==> src/rtl/gru_state_streamer.sv <==
// gru_state_streamer: captures a parallel GRU state vector in one cycle and
// streams it out one element per transfer over a valid/ready handshake.
//   clk, rst       : rising-edge clock, synchronous active-high reset
//   load, vec_in   : capture request and N*FLOAT-bit parallel vector
//   out_data       : current element (zero while out_valid is low)
//   out_valid      : out_data holds a valid element
//   out_ready      : downstream accepts the current element
//   out_index      : index of the current element (zero while idle)
//   out_last       : current element is index N-1
//   busy           : a vector is being streamed
//   done           : one-cycle pulse after the final transfer
//   load_err       : one-cycle pulse when a load arrives mid-stream
module gru_state_streamer #(
  parameter int FLOAT = 32,
  parameter int N     = 24,
  parameter int IDXW  = 7
) (
  input  logic                 clk,
  input  logic                 rst,
  input  logic                 load,
  input  logic [N*FLOAT-1:0]   vec_in,
  output logic [FLOAT-1:0]     out_data,
  output logic                 out_valid,
  input  logic                 out_ready,
  output logic [IDXW-1:0]      out_index,
  output logic                 out_last,
  output logic                 busy,
  output logic                 done,
  output logic                 load_err
);

  typedef enum logic [0:0] {
    IDLE = 1'b0,
    SEND = 1'b1
  } state_t;

  state_t              state;
  logic [N*FLOAT-1:0]  buf_q;
  logic [N*FLOAT-1:0]  buf_shifted;
  logic                xfer;
  logic                final_xfer;
  logic                accept;

  // Buffer always keeps the current element in its low FLOAT bits.
  assign buf_shifted = buf_q >> FLOAT;

  assign xfer       = out_valid & out_ready;
  assign final_xfer = xfer & out_last;
  // A load is taken when idle, or in the cycle of the final transfer so
  // consecutive vectors stream without a gap.
  assign accept     = load & ((state == IDLE) | final_xfer);

  // Valid and busy are both exactly the SEND state, which is a flop.
  assign out_valid = (state == SEND);
  assign busy      = (state == SEND);

  // Streaming FSM with registered outputs; buffer intentionally not reset.
  always_ff @(posedge clk) begin
    if (rst) begin
      state     <= IDLE;
      out_data  <= '0;
      out_index <= '0;
      out_last  <= 1'b0;
      done      <= 1'b0;
      load_err  <= 1'b0;
    end else begin
      done     <= 1'b0;
      load_err <= 1'b0;
      if (accept) begin
        state     <= SEND;
        buf_q     <= vec_in;
        out_data  <= vec_in[FLOAT-1:0];
        out_index <= '0;
        out_last  <= (N == 1);
        done      <= final_xfer;
      end else if (final_xfer) begin
        state     <= IDLE;
        out_data  <= '0;
        out_index <= '0;
        out_last  <= 1'b0;
        done      <= 1'b1;
      end else if (xfer) begin
        buf_q     <= buf_shifted;
        out_data  <= buf_shifted[FLOAT-1:0];
        out_index <= out_index + IDXW'(1);
        // Next element is last when the current one is N-2.
        out_last  <= (out_index == IDXW'(N - 2));
      end
      // Any load not taken can only have arrived mid-stream.
      if (load && !accept) begin
        load_err <= 1'b1;
      end
    end
  end

endmodule

==> config.mk <==
export PLATFORM = sky130hd
export DESIGN_NAME = gru_state_streamer
export DESIGN_NICKNAME = d
export VERILOG_FILES = /design/src/rtl/gru_state_streamer.sv
export SDC_FILE = /design/constraint.sdc
export NUM_CORES = 2
export LEC_CHECK = 0
export ABC_AREA = 0
export BUFFER_PORTS_ARGS = -buffer_cell sky130_fd_sc_hd__buf_2
export CAP_MARGIN = 20
export CORE_MARGIN = 2
export CORE_UTILIZATION = 35
export CTS_CLUSTER_DIAMETER = 50
export DETAILED_ROUTE_END_ITERATION = 10
export PLACE_DENSITY = 0.63
export SLEW_MARGIN = 10
export SYNTH_ARGS = -nofsm -noshare
export SYNTH_HDL_FRONTEND = slang
export SYNTH_SLANG_ARGS = --single-unit
==> constraint.sdc <==
create_clock -name clk -period 157 [get_ports clk]
set_input_delay 15.7 -clock clk [delete_from_list [all_inputs] [get_ports clk]]
set_output_delay 15.7 -clock clk [all_outputs]
set_load 0.01 [all_outputs]
* Yosys cells after proc, flatten, opt, wreduce, memory -nomap -nowiden
Index checks and enable logic that the tools add are counted.
** Storage, ports and cells
- Input port bits :: 772
- Register bits :: 811
- Word-level logic and storage cells :: 34
- Output and inout port bits :: 44
** Operators by class
- Multiplexer cells :: 11
- Reductions and logical operators :: 7
- Add/subtract/negate cells :: 1
- Equal/unequal tests :: 2
- Bitwise logic cells :: 6
** Operators with widths (number)
- 768-bit 2-to-1 mux :: 3
- 32-bit 2-to-1 mux :: 3
- 7-bit by 1-bit adder with 7-bit output (second input constant) :: 1
- 7-bit by 5-bit equality test with 1-bit output (second input constant) :: 1
- 1-bit 2-to-1 mux :: 5
- 2-bit nonzero test :: 2
- 1-bit bitwise AND :: 3
- 3-bit AND reduction :: 1
- 3-bit nonzero test :: 1
- 3-bit OR reduction :: 1
- 2-bit by 1-bit != test with 1-bit output (second input constant) :: 1
- 1-bit NOT :: 2
- 1-bit logical AND :: 1
- 1-bit zero test :: 1
- 1-bit bitwise OR :: 1

* Longest topological paths before layout
- Word-level depth :: 7
- Gate-level depth with buffers :: 8
- Depth with buffers taken out :: 5

* Worst setup path before layout
No wires, ideal clock.
- Path kind :: input -> register
- Start :: in load
- End :: reg buf_q[100], enable pin
- Setup slack :: 88.384 ns
- Stages :: 5
- Buffers on the path :: 3
- Arrival :: 65.871 ns
- Setup time :: 2.745 ns
- Cells stage by stage :: buf_2 buf_2 buf_2 a21oi_1 nor3_1
** On the way
- Cells in the longest elaborated chain, start to end :: 3
** RTL lines
- start, declared :: RTL line 20 : input logic load,
- 1-bit bitwise AND (*) :: RTL line 51 : assign accept = load & ((state == IDLE) | final_xfer);
- 2-bit by 1-bit != test with 1-bit output (no source line) / 2-bit nonzero test (equally long branches)
- 3-bit AND reduction (no source line) (*)
- end signal, assigned :: RTL line 71 : buf_q <= vec_in;
- end signal, assigned :: RTL line 83 : buf_q <= buf_shifted;
- end, declared :: RTL line 38 : logic [N*FLOAT-1:0] buf_q;
Mark *: on every way between the ends. The rest lies on a longest branch, timed or not.
A chain may end at the register's enable or synchronous reset.

* Worst setup path in the final report
- Start :: in load
- End :: reg buf_q[294], data pin
** On the way
- Cells in the longest elaborated chain, start to end :: 2
** RTL lines
- 1-bit bitwise AND :: RTL line 51
- 768-bit 2-to-1 mux :: RTL line 69 : if (accept) begin
No other way between the ends.

==> metrics.txt <==
CTS buffer count=94; Final Setup Violations=0; Root Buffer=clkbuf_16; fraction of the yosys area taken by sequential cells=between 60% and 70%; PortBufs=between 800 and 900; LEAKAGE=about 16 nW; drt first pass iters=5; Post-DP Area=between 0.03 and 0.04 mm^2; CTS tree=yes; Sink Count=about 800; die width=about 310 um; DRT iter0 DRCs=between 1000 and 1500; CP Data Required Time=157.39 ns; initial core utilization=35.4%; mean area per synthesized cell=~18 um^2; Max H-tree Level=3; via count=around 20000; Longest Clk Path Bufs=3; Final ANT Viol Nets=0; unrepaired setup endpoints after global routing=no; Synth Instances=1864; final instance area=around 0.042 mm^2; Slew @ Worst Pin=1.10 ns; Total Routing Usage GR=~17%; post-synth net total=around 2600; largest net degree at the start of global routing=between 150 and 200; CP Launch Type=input pin; Congestion Overflow GR=0; die area=roughly 0.1 mm^2; nets@finish=between 3000 and 4000; Worst Hold Class=reg -> reg; Worst EP arrival=20.69 ns; Max Fclk=between 40 and 50 MHz; clk_skew=0.0247 ns; initial antenna violation count=100; Slew Limit Fails=0; maximum VDD drop=0.00931 mV; Synth Register Bits=just under 800; cell mode on critical path=buf_4; Cell variety after synth=35; vias per cell=4.84; Final TNS setup=0 ns; crit path kind=in -> reg; # IOs=816; Total Power=0.000521 W; GP Congestion=0.887; CP Capture Type=flip-flop; max cap viols=0; Final Cycle Share=between 10% and 20%; core area=0.0953 mm^2; max incr delay on CP=between 0.8 and 0.9 ns; wire per inst=21.3 um; Worst-path clk slew=~0.06 ns; hold violation count in the final report=0; Yosys warning count=0; Routed WL=roughly 87 mm; Rows=113; power per cell area=approximately 12 mW/mm^2; hpwl dp=around 63 mm; Worst Slack Setup Final=between 100 and 150 ns; slowest cell on the critical path=buf_4; DRC=0; first-pass GRT wire length=125 mm; status=finished, final reports clean; post_cts resized=0; fraction of layout cells with a size suffix above 1=61.2%; relative slew slack=26.8%; Place WS=approximately 140 ns; number of post-CTS setup repair buffers=0; via count of the first global-routing pass=roughly 20000; Die Height=315 um; Hold-fix buffers, CTS=0; Tmin final=20.30 ns; critical-path cell list=buf_2 -> buf_4 -> nor2b_4 -> buf_4 -> buf_4 -> buf_4 -> buf_12 -> mux2_2; mapped cell area=~0.034 mm^2; critical-path maximum fanout=roughly 170; latest clock arrival within the worst-skew pair=roughly 0.65 ns; Layout Area Growth over Synthesis=25.0%
-- stage by stage --
stage | hold WS [ns] | cells | util (%)
global route | 0.543 | 4051 | 44.3
floorplan | 0.503 | 1864 | -
finish | 0.503 | 4068 | 44.3
CTS | 0.500 | 4024 | 44.2
global placement | 0.479 | 3848 | 40.8
detailed placement | 0.492 | 3849 | 40.8
-- critical path, delay by kind of cell --
family,cells,cell delay (ns)
buf+inv,6,3.77
simple gates,1,0.28
mux,1,0.43
-- where the power goes --
group | internal [W] | switching (W)
Combinational | 0.0000265 | 0.0000211
Sequential | 0.000246 | 0.00000445
Clock | 0.000136 | 0.0000862
-- logic make-up after synthesis --
family | Yosys count | synth area share, %
muxes | 705 | 24.6
buffers and inverters | 120 | 2.40
and+or+nand+nor | 147 | 2.42
xor gates and xnor gates | 2 | 0.0519
adders and majority gates | 2 | 0.0741
DFF | 779 | 68.0
AOI/OAI and AO/OA | 109 | 2.42
-- cells in the final DEF (no fill, tap or decap), types with 4 or more instances in the layout --
cell,count
inv_6,7
nand3_1,9
clkinvlp_4,4
clkbuf_16,97
or3_1,4
clkinv_2,12
a211oi_1,56
and3_1,29
mux2_2,605
buf_4,18
nand2_1,5
mux2_4,100
clkinv_1,19
clkbuf_1,17
diode_2,43
o221ai_1,4
edfxtp_1,736
a2111oi_0,28
bufinv_16,13
buf_2,815
nor2b_1,29
a21oi_1,15
nor2_1,32
dfxtp_1,42
and2_1,32
-- flip-flops by register name, indices dropped and copies added, names as in the netlist --
| name | flops |
|---|---|
| buf_q | 736 |
| out_data | 32 |
| out_index | 7 |
| busy | 1 |
| done | 1 |
| load_err | 1 |
| out_last | 1 |
-- layout make-up --
type                       count  area (um^2)
multi-input combinational    965        10000
tap                         1265         1580
fill                        8442        53100
inverter                       3         11.3
sequential                   779        23000
antenna                       43          108
clock inverter                59          703
clock buffer                 116         2520
timing repair buffer         838         4330
-- final timing paths --
| kind | startpoint | to | slack [ns] | cells past startpoint |
|---|---|---|---|---|
| setup / recovery | load | buf_q[294]$_DFFE_PP_ | 136.70 | 8 |
| hold / removal | out_index[6]$_SDFFE_PP0N_ | out_index[6]$_SDFFE_PP0N_ | 0.50 | 2 |
| setup reg to reg | busy$_SDFFE_PP0P_ | buf_q[294]$_DFFE_PP_ | 151.78 | 8 |
| hold reg to reg | out_index[6]$_SDFFE_PP0N_ | out_index[6]$_SDFFE_PP0N_ | 0.50 | 2 |
-- cells in the mapped netlist --
cell type	count	area share [%]
nor2_1	32	0.36
nand2b_1	1	0.019
a21boi_2	1	0.033
nand3_1	9	0.13
clkinv_1	1	0.011
buf_6	3	0.10
buf_2	22	0.33
nand2_1	5	0.056
mux2_2	605	20
xnor2_1	1	0.026
mux2_4	100	4.4
inv_1	2	0.022
buf_1	2	0.022
buf_8	10	0.44
ha_1	2	0.074
o21ai_0	3	0.044
or4b_2	1	0.030
and3_1	29	0.54
a2111oi_0	28	0.73
dfxtp_1	43	2.5
a211oi_1	56	1.2
a311oi_1	1	0.026
o221ai_1	4	0.10
nor3_1	2	0.030
a21oi_1	15	0.22
nand4_1	1	0.019
o31ai_1	1	0.022
nor2b_1	30	0.56
and2_1	32	0.59
edfxtp_1	736	65
xor2_1	1	0.026
clkbuf_1	27	0.30
buf_4	53	1.2
or4_1	1	0.022
or3_1	4	0.074
-- metal layers --
layer / up-vias / GRT usage (%) / share of wire [%]
met1: 9457 / 18.1 / 36
met3: 250 / 7.88 / 11
met2: 797 / 28.4 / 49
li1: 9058 / - / -
met4: 108 / 6.79 / 3.2
met5: - / 0 / 0.80
No activity file was read; power rests on OpenSTA's default activity.
